**src/rtl/div_sched.sv**
```systemverilog
// -----------------------------------------------------------------------------
// div_sched -- round-robin scheduler for a shared programmable clock divider.
//
// A single divider is time-shared between N_REQ requesters. In IDLE the block
// picks the next requester after the last one served. It latches that
// requester's divisor and the burst length, and then produces burst_len divided
// ticks for it. The grant is released early if the requester drops its request.
//
// Ports
//   clk        system clock, rising edge
//   rst        synchronous, active-high reset
//   req        per-requester request level
//   div_val    packed divisors, requester i at [i*W +: W]
//   burst_len  ticks per grant (0 = 2^W)
//   gnt        registered one-hot grant (LOAD and RUN only)
//   tick       one-cycle divided-clock enable (RUN only)
//   div_out    divided square wave, toggles on each tick, 0 at release
//   busy       high in LOAD and RUN
//   done       one-cycle pulse in RELEASE
//   aborted    qualifies done: release caused by a request drop
// -----------------------------------------------------------------------------
module div_sched #(
   parameter int N_REQ = 4,
   parameter int W     = 8
) (
   input  logic               clk,
   input  logic               rst,
   input  logic [N_REQ-1:0]   req,
   input  logic [N_REQ*W-1:0] div_val,
   input  logic [W-1:0]       burst_len,
   output logic [N_REQ-1:0]   gnt,
   output logic               tick,
   output logic               div_out,
   output logic               busy,
   output logic               done,
   output logic               aborted
);

   localparam int SW = (N_REQ > 1) ? $clog2(N_REQ) : 1;
   localparam int TW = W + 1;

   typedef enum logic [1:0] {S_IDLE, S_LOAD, S_RUN, S_REL} state_t;

   state_t           r_state, w_next;
   logic [SW-1:0]    r_sel, r_last, w_pick;
   logic             w_found;
   int               w_idx;
   logic [N_REQ-1:0] r_gnt;
   logic [W-1:0]     r_div, r_cnt;
   logic [TW-1:0]    r_burst, r_tcnt;
   logic             r_div_out, r_aborted;
   logic             w_tick, w_last_tick, w_abort;
   logic [W-1:0]     w_divs [N_REQ];

   // Unpack the flat divisor bus so the selected lane is a plain array read.
   always_comb begin
      for (int i = 0; i < N_REQ; i++) w_divs[i] = div_val[i*W +: W];
   end

   // Round-robin pick: scan from last+1 and wrap, first active request wins.
   always_comb begin
      w_found = 1'b0;
      w_pick  = r_last;
      w_idx   = 0;
      for (int off = 1; off <= N_REQ; off++) begin
         w_idx = (int'(r_last) + off) % N_REQ;
         if (!w_found && req[SW'(w_idx)]) begin
            w_found = 1'b1;
            w_pick  = SW'(w_idx);
         end
      end
   end

   assign w_tick      = (r_state == S_RUN) && (r_cnt == r_div);
   // Burst compare is one bit wider so burst_len 0 can mean 2^W ticks.
   assign w_last_tick = w_tick && ((r_tcnt + TW'(1)) == r_burst);

   always_ff @(posedge clk) begin
      if (rst) r_state <= S_IDLE;
      else     r_state <= w_next;
   end

   always_comb begin
      w_next  = r_state;
      w_abort = 1'b0;
      case (r_state)
         S_IDLE: if (w_found) w_next = S_LOAD;
         S_LOAD: w_next = S_RUN;
         S_RUN: begin
            // A drop that coincides with the final tick counts as a normal end.
            if (w_last_tick) begin
               w_next = S_REL;
            end else if (!req[r_sel]) begin
               w_next  = S_REL;
               w_abort = 1'b1;
            end
         end
         S_REL:   w_next = S_IDLE;
         default: w_next = S_IDLE;
      endcase
   end

   always_ff @(posedge clk) begin
      if (rst) begin
         r_gnt     <= '0;
         r_sel     <= '0;
         r_last    <= SW'(N_REQ - 1);
         r_div     <= '0;
         r_burst   <= '0;
         r_cnt     <= '0;
         r_tcnt    <= '0;
         r_div_out <= 1'b0;
         r_aborted <= 1'b0;
      end else begin
         case (r_state)
            S_IDLE: begin
               r_aborted <= 1'b0;
               if (w_found) begin
                  r_sel <= w_pick;
                  r_gnt <= N_REQ'(1) << w_pick;
               end
            end
            S_LOAD: begin
               r_div     <= w_divs[r_sel];
               r_burst   <= (burst_len == '0) ? {1'b1, {W{1'b0}}} : {1'b0, burst_len};
               r_cnt     <= '0;
               r_tcnt    <= '0;
               r_div_out <= 1'b0;
            end
            S_RUN: begin
               if (w_tick) begin
                  r_cnt     <= '0;
                  r_tcnt    <= r_tcnt + TW'(1);
                  r_div_out <= ~r_div_out;
               end else begin
                  r_cnt <= r_cnt + W'(1);
               end
               // Leaving RUN: drop the grant and park div_out low for RELEASE.
               if (w_next == S_REL) begin
                  r_gnt     <= '0;
                  r_div_out <= 1'b0;
                  r_aborted <= w_abort;
               end
            end
            S_REL:   r_last <= r_sel;
            default: ;
         endcase
      end
   end

   assign gnt     = r_gnt;
   assign tick    = w_tick;
   assign div_out = r_div_out;
   assign busy    = (r_state == S_LOAD) || (r_state == S_RUN);
   assign done    = (r_state == S_REL);
   assign aborted = (r_state == S_REL) && r_aborted;

endmodule

```
**config.mk**
```make
export PLATFORM = sky130hd
export DESIGN_NAME = div_sched
export DESIGN_NICKNAME = d
export VERILOG_FILES = /design/src/rtl/div_sched.sv
export SDC_FILE = /design/constraint.sdc
export NUM_CORES = 1
export LEC_CHECK = 0
export CAP_MARGIN = 20
export CORE_AREA = 2 2 85 87
export DETAILED_ROUTE_END_ITERATION = 10
export DIE_AREA = 0 0 87 89
export PLACE_DENSITY = 0.75
export SYNTH_ARGS = -nofsm -noshare
export SYNTH_HDL_FRONTEND = slang
export SYNTH_SLANG_ARGS = --single-unit
```
**constraint.sdc**
```tcl
create_clock -name clk -period 6.62 [get_ports clk]
set_clock_uncertainty 0.15 [all_clocks]
set_input_delay 1.324 -clock clk [delete_from_list [all_inputs] [get_ports clk]]
set_output_delay 1.324 -clock clk [all_outputs]
set_load 0.02 [all_outputs]
```
# Yosys cells after proc, flatten, opt, wreduce, memory -nomap -nowiden
# Index checks and enable logic that the tools add are counted.
# totals
ff_bits	46
in_bits	46
output_inout_bits	9
elab_cells	98
# op_classes
addsub	6
magnitude_cmp	6
n_eq_ne	10
n_shift	1
n_mux	44
n_bitwise	2
reduce_logical	19
# op_table
cell	n
$mux W8	3
$mux W1	18
$mux W9	2
$pmux W9 S2	1
$bmux W8 S2	1
$lt A2 B4 Y1 const B	4
$pmux W8 S2	1
$mux W2	7
$bmux W1 S2	5
$add A9 B1 Y9 const B	1
$eq A9 B9 Y1	1
$add A8 B1 Y8 const B	1
$eq A8 B8 Y1	1
$logic_not A8 Y1	1
$mux W4	2
$pmux W2 S4	1
$pmux W4 S2	1
$reduce_and A2 Y1	4
$eq A2 B2 Y1 const B	3
$logic_and A1 B1 Y1	6
$ne A2 B2 Y1 const B	3
$add A2 B1 Y2 const B	2
$add A2 B2 Y2 const B	2
$pmux W1 S2	2
12 further kinds	15

# Logic depth before layout (Yosys ltp)
# Gate-level depths: netlist of the first run.
# logic_depth
depth_word	19
ltp_mapped	9

# Least setup slack after synthesis of the first run
# Ideal clock, no wire load.
# synth_timing
kind	in2reg
start	in req[2]
end	reg r_gnt[3] (netlist: gnt[3])
setup_ps	119
arrival_ps	2517
required_time_ps	6351
path_slack_ps	3834
path_stages	6
cell_sequence	nor4_1 > nor2_1 > a31oi_1 > o21ai_0 > a41o_4 > mux2i_1
# synth_via
elab_chain_cells	18
word_cells_on_any_way	39
classes_between	eq/ne: 3; shift: 1; mux: 28; reduce/logical: 7
# synth_lines
item	line_no	text
start, declared	28	input logic [N_REQ-1:0] req,
$bmux W1 S2	67	if (!w_found && req[SW'(w_idx)]) begin
$mux W1 (implied by the code) (2 in series)	67	
$mux W1	67	
$logic_not A1 Y1	67	
$logic_and A1 B1 Y1	67	
$mux W1	67	
$logic_not A1 Y1	67	
$logic_and A1 B1 Y1	67	
$mux W1	67	
$logic_not A1 Y1	67	
$logic_and A1 B1 Y1	67	
$mux W1	67	
$mux W2	87	S_IDLE: if (w_found) w_next = S_LOAD;
$pmux W2 S4	86	case (r_state)
$eq A2 B2 Y1	139	if (w_next == S_REL) begin
$ne A2 B2 Y1 (no source line)	--	
$reduce_and A3 Y1 (no source line)	--	
end signal, assigned	120	r_gnt <= N_REQ'(1) << w_pick;
end, declared	48	logic [N_REQ-1:0] r_gnt;
# Parallel ways exist; a longest one is shown, timed or not. The select of a mux whose other input is x is not followed.
# A chain may end at the register's enable or synchronous reset.

# Worst setup path after layout of the first run
# layout_timing
start	reg r_state[0]
end	out tick
# layout_via
elab_chain_cells	2
# layout_lines
item	line_no	text
start, declared	44	state_t r_state, w_next;
start signal, assigned	80	else r_state <= w_next;
$eq A2 B2 Y1	74	assign w_tick = (r_state == S_RUN) && (r_cnt == r_div);
$logic_and A1 B1 Y1	74	
end, declared	32	output logic tick,
# Every way passes these cells.

==> results_dict.tcl, run 1 <==
set metrics [dict create \
    outcome "completed" \
    die_h_um 89 \
    fillCellCount 630 \
    p_leak_uw 0.00119 \
    fp-row-count 30 \
    clock_latency_ns 0.30 \
    worst_path_max_delay_cell "clkdlybuf4s50_1" \
    drive_above_1_share_pct 8.24 \
    grt_pass1_wl_um 9580 \
    vias_per_cell 5.40 \
    fin_setup_tns_ns 0 \
    syn_area_um2 2640 \
    yosys-top-cells-area "dfxtp_1 (35%), mux2i_1 (8.0%), mux4_2 (7.7%), nor2_1 (5.8%), xnor2_1 (5.0%)" \
    cp-end-kind "output pin" \
    grt_max_degree 44 \
    worstPathArrival_ns 2.42 \
    tightest_slew_ns 0.622 \
    path_cells "inv_1, ha_1, nand2_1, nor3_1, clkdlybuf4s50_1" \
    p_per_area_nw_per_um2 283 \
    cts-resized-gates 0 \
    hold_viol 0 \
    cts_sinks 46 \
    port_buffers 54 \
    setup_viol 0 \
    post-route-drc-count 0 \
    min_period_ns 3.89 \
    clk_pin_slew_ns 0.09 \
    yosys.cell_types.count 49 \
    clk_root_buffer_cell "clkbuf_8" \
    drt_iter0_drc 87 \
    synth_edf_count 0 \
    grt-ovfl-total 0 \
    rsz0062_at_grt "false" \
    wl_um 5480 \
    wl_per_cell_um 13.0 \
    placedInstanceArea_um2 3210 \
    area_growth_pct 26.4 \
    drt_pass1_iterations 4 \
    post-synth-top-area-cell "dfxtp_1" \
    yosys.cell_count.top_type "dfxtp_1" \
    dp_hpwl_um 4100 \
    cpPeakStageDelay_ns 0.68 \
    core_area_um2 6720 \
    hold_class "flip-flop to flip-flop" \
    place_congestion 0.820 \
    synth.avg_cell_area_um2 8.99 \
    synthTopCellsByCount "dfxtp_1 (46), nor2_1 (41), mux2i_1 (21), o21ai_0 (18), xnor2_1 (15)" \
    tritoncts "built" \
    rrSetupSlack_ns 3.79 \
    slew_viol_final 0 \
    pre_cts_slack_ns 3.09 \
    numCtsBuffers 5 \
    initial_core_util_pct 39.2 \
    dieWidth_um 87 \
    post_cts_buffers 0 \
    timing.slew.headroom_pct 58.5 \
    max_freq_mhz 257 \
    setup_slack_ns 2.73 \
    netlist.area_leader.share_pct 34.9 \
    ys_seq_elements 46 \
    path_class "flip-flop to output pin" \
    nNetsFinal 391 \
    ys_warn_count 0 \
    ys_seq_area_share_pct 34.9 \
    diodes 0 \
    timing.final.crit_share_pct 58.8 \
    netlist_instances 293 \
    antenna_found_initial 0 \
    syn-num-nets 345 \
    ys.flop_type "dfxtp_1" \
    clock_path_buffers 2 \
    cp_max_fo 16 \
    crit_path_start_kind "flip-flop" \
    vdd_ir_drop_max_mv 0.126 \
    pin_count 55 \
    final_area_um2 3330 \
    vias 2269 \
    cts_max_level 2 \
    async_flop_share_pct 0 \
    hold_buffers 0 \
    dieArea_um2 7740 \
    max_cap_viol_count 0 \
    track_usage_pct 15.4 \
    grt_pass1_vias 2175 \
    ant_nets 0 \
    utilization_pct 49.6 \
    required_ns 5.15 \
]
## critical path, delay by kind of cell, from the launching register on
kind                     cells  cell delay, ns
buffers and inverters        2            0.81
AND/OR/NAND/NOR              2            0.48
adder cells (fa/ha/maj)      1            0.46
flip-flops                   1            0.37
## report_power, final
group	internal, µW	switching (µW)	total (µW)
combinational	203	195	399
sequential	318	47.4	365
clock	76.3	102	178
total	597	345	942
## stage by stage
stage,hold WS (ns),total power (µW),instances
detailed placement,0.314,761,411
CTS,0.337,944,419
global route,0.359,1010,420
global placement,0.315,754,411
finish,0.332,942,420
floorplan,0.312,654,293
## kinds of logic (layout without fill, tap and decap cells)
family,Yosys count,after routing,synth area share (%)
flops,46,46,34.9
compound gates,55,55,13.5
fa+ha+maj,6,6,2.85
mux,30,30,15.7
xor+xnor,23,23,7.65
simple gates,108,108,21.4
buf+inv,25,72,3.94
## per-layer routing
metal	GRT usage, %	share of wire (%)	up-vias
li1	-	-	1151
met1	19.3	46	1054
met2	26.1	47	59
met3	3.79	5.7	5
met4	4.69	0.93	0
met5	0	0	-
## cell type report
type	instances	area, µm²	area share [%]
Multi-Input combinational cell	222	1610	48.3
Clock buffer	5	68.8	2.07
Timing Repair Buffer	56	576	17.3
Tap cell	80	100	3.01
Clock inverter	3	25.0	0.751
Inverter	8	30.0	0.902
Sequential cell	46	921	27.6
## registers in the layout (all words and copies together) (netlist names)
signal and flops:
r_last 2, r_tcnt 9, r_aborted 1, div_out 1, r_sel 2, gnt 4, r_state 2, r_burst 9
r_cnt 8, r_div 8
## worst paths after layout
path / start / end / depth (start not counted)
worst min-delay path: gnt[1]$_SDFFE_PP0P_ / gnt[1]$_SDFFE_PP0P_ / 2
worst max register to register: r_state[0]$_SDFF_PP0_ / r_tcnt[7]$_SDFFE_PP0P_ / 6
worst max-delay path: r_state[0]$_SDFF_PP0_ / tick / 5
worst min register to register: gnt[1]$_SDFFE_PP0P_ / gnt[1]$_SDFFE_PP0P_ / 2
## cell usage in the layout, fill, tap and decap left out, types with 2 or more instances in the layout
cell type | Yosys | routed
clkdlybuf4s50_1 | 0 | 54
dfxtp_1 | 46 | 46
nor2_1 | 41 | 41
mux2i_1 | 21 | 21
o21ai_0 | 18 | 18
xnor2_1 | 15 | 15
a21oi_1 | 14 | 14
nand2_1 | 13 | 13
nand3_1 | 10 | 10
nand2b_1 | 9 | 9
mux4_2 | 9 | 9
inv_1 | 8 | 8
xor2_1 | 8 | 8
ha_1 | 6 | 6
nand4_1 | 5 | 5
a31oi_1 | 5 | 5
clkbuf_8 | 0 | 5
or3_1 | 4 | 4
nor4_1 | 4 | 4
or4_1 | 3 | 3
a211o_1 | 3 | 3
nand3b_1 | 3 | 3
a211oi_1 | 3 | 3
nor2b_1 | 3 | 3
a21o_1 | 2 | 2
or4_2 | 2 | 2
Power figures use the tool's default switching activity.
==> run 2, diff against run 1 <==
- PLACE_DENSITY: 0.75 -> 0.78
- clock period: 6.62 -> 3.43 ns (I/O delays scaled with it)
==> results_dict.tcl, run 2 (same netlist as run 1, synthesis figures left out) <==
set metrics [dict create \
    cts-resized-gates 0 \
    hold_buffers 0 \
    vias_per_cell 5.50 \
    grt_pass1_vias 2202 \
    worstPathArrival_ns 2.15 \
    vias 2316 \
    drive_above_1_share_pct 8.50 \
    p_per_area_nw_per_um2 559 \
    timing.slew.headroom_pct 55.8 \
    cts_sinks 46 \
    core_area_um2 6720 \
    nNetsFinal 393 \
    min_period_ns 2.98 \
    cp_max_fo 5 \
    cpPeakStageDelay_ns 0.69 \
    utilization_pct 49.8 \
    clk_root_buffer_cell "clkbuf_8" \
    max_cap_viol_count 0 \
    timing.final.crit_share_pct 87.0 \
    path_cells "xnor2_1, nand4_1, nor3_1, clkdlybuf4s50_1" \
    pin_count 55 \
    fin_setup_tns_ns 0 \
    fp-row-count 30 \
    post-route-drc-count 0 \
    initial_core_util_pct 39.2 \
    crit_path_start_kind "flip-flop" \
    vdd_ir_drop_max_mv 0.230 \
    wl_per_cell_um 13.0 \
    setup_viol 0 \
    p_leak_uw 0.00121 \
    outcome "completed" \
    clock_path_buffers 2 \
    numCtsBuffers 5 \
    max_freq_mhz 335 \
    placedInstanceArea_um2 3230 \
    required_ns 2.59 \
    dieArea_um2 7740 \
    post_cts_buffers 0 \
    dp_hpwl_um 4120 \
    tritoncts "built" \
    ant_nets 0 \
    hold_viol 0 \
    slew_viol_final 0 \
    tightest_slew_ns 0.646 \
    hold_class "flip-flop to flip-flop" \
    area_growth_pct 26.9 \
    finalHoldWorstSlack_ns 0.333 \
    antenna_found_initial 0 \
    clock_latency_ns 0.29 \
    die_h_um 89 \
    layout_commonest_cell "clkdlybuf4s50_1" \
    port_buffers 54 \
    drt_pass1_iterations 4 \
    dieWidth_um 87 \
    top_regs "r_burst x9, r_tcnt x9" \
    track_usage_pct 15.3 \
    clk_pin_slew_ns 0.08 \
    final_area_um2 3340 \
    diodes 0 \
    grt_pass1_wl_um 9610 \
    grt-ovfl-total 0 \
    drt_iter0_drc 92 \
    wl_um 5490 \
    place_congestion 0.834 \
    rsz0062_at_grt "false" \
    worst_path_max_delay_cell "clkdlybuf4s50_1" \
    layout_common_cells "clkdlybuf4s50_1 (54), dfxtp_1 (46), nor2_1 (41)" \
    rrSetupSlack_ns 0.63 \
    cts_max_level 2 \
    path_class "flip-flop to output pin" \
    cp-end-kind "output pin" \
    grt_max_degree 36 \
]
## run 2: final cells by class
| cell class | count | area, µm² |
|---|---|---|
| inverters | 8 | 30.0 |
| flip-flops and latches | 46 | 921 |
| fillers | 640 | 3370 |
| clock inverters | 1 | 30.0 |
| multi-input cells | 222 | 1610 |
| repair buffers | 58 | 571 |
| clock buffers | 6 | 82.6 |
| well taps | 80 | 100 |
## run 2: metal layers
| metal | track usage [%] | wire (µm) | vias up |
|---|---|---|---|
| met5 | 0 | 0 | - |
| met4 | 4.26 | 62 | 0 |
| met3 | 4.06 | 335 | 5 |
| met2 | 25.9 | 2650 | 66 |
| met1 | 19.3 | 2450 | 1092 |
| li1 | - | - | 1153 |
## run 2: report_power, final
group	total, µW	switching, µW	leakage (µW)	internal (µW)
Combinational	779	397	0.000779	383
Clock	405	172	0.0000573	233
Sequential	687	73.4	0.000374	613
Total	1870	642	0.00121	1230
## run 2: metrics by stage
step                      setup WS (ns)  total power (µW)  std cells
after floorplan                    1.13              1260        293
after global placement            0.665              1460        414
after detailed placement          0.595              1480        414
after CTS                         0.455              1890        421
after global routing              0.401              2000        421
final                             0.445              1870        421
## run 2: final timing paths
kind                          startpoint             endpoint  cells after the start
setup reg to reg  r_tcnt[2]$_SDFFE_PP0P_  gnt[0]$_SDFFE_PP0P_                      6
hold / removal       gnt[3]$_SDFFE_PP0P_  gnt[3]$_SDFFE_PP0P_                      2
setup / recovery   r_cnt[0]$_SDFFE_PP0P_                 tick                      4
hold reg to reg      gnt[3]$_SDFFE_PP0P_  gnt[3]$_SDFFE_PP0P_                      2
## run 2: critical path, delay by kind of cell (launching register included)
| family | cells | cell delay (ns) |
|---|---|---|
| and+or+nand+nor | 2 | 0.56 |
| buffers and inverters | 1 | 0.69 |
| xor gates and xnor gates | 1 | 0.16 |
| DFF | 1 | 0.44 |
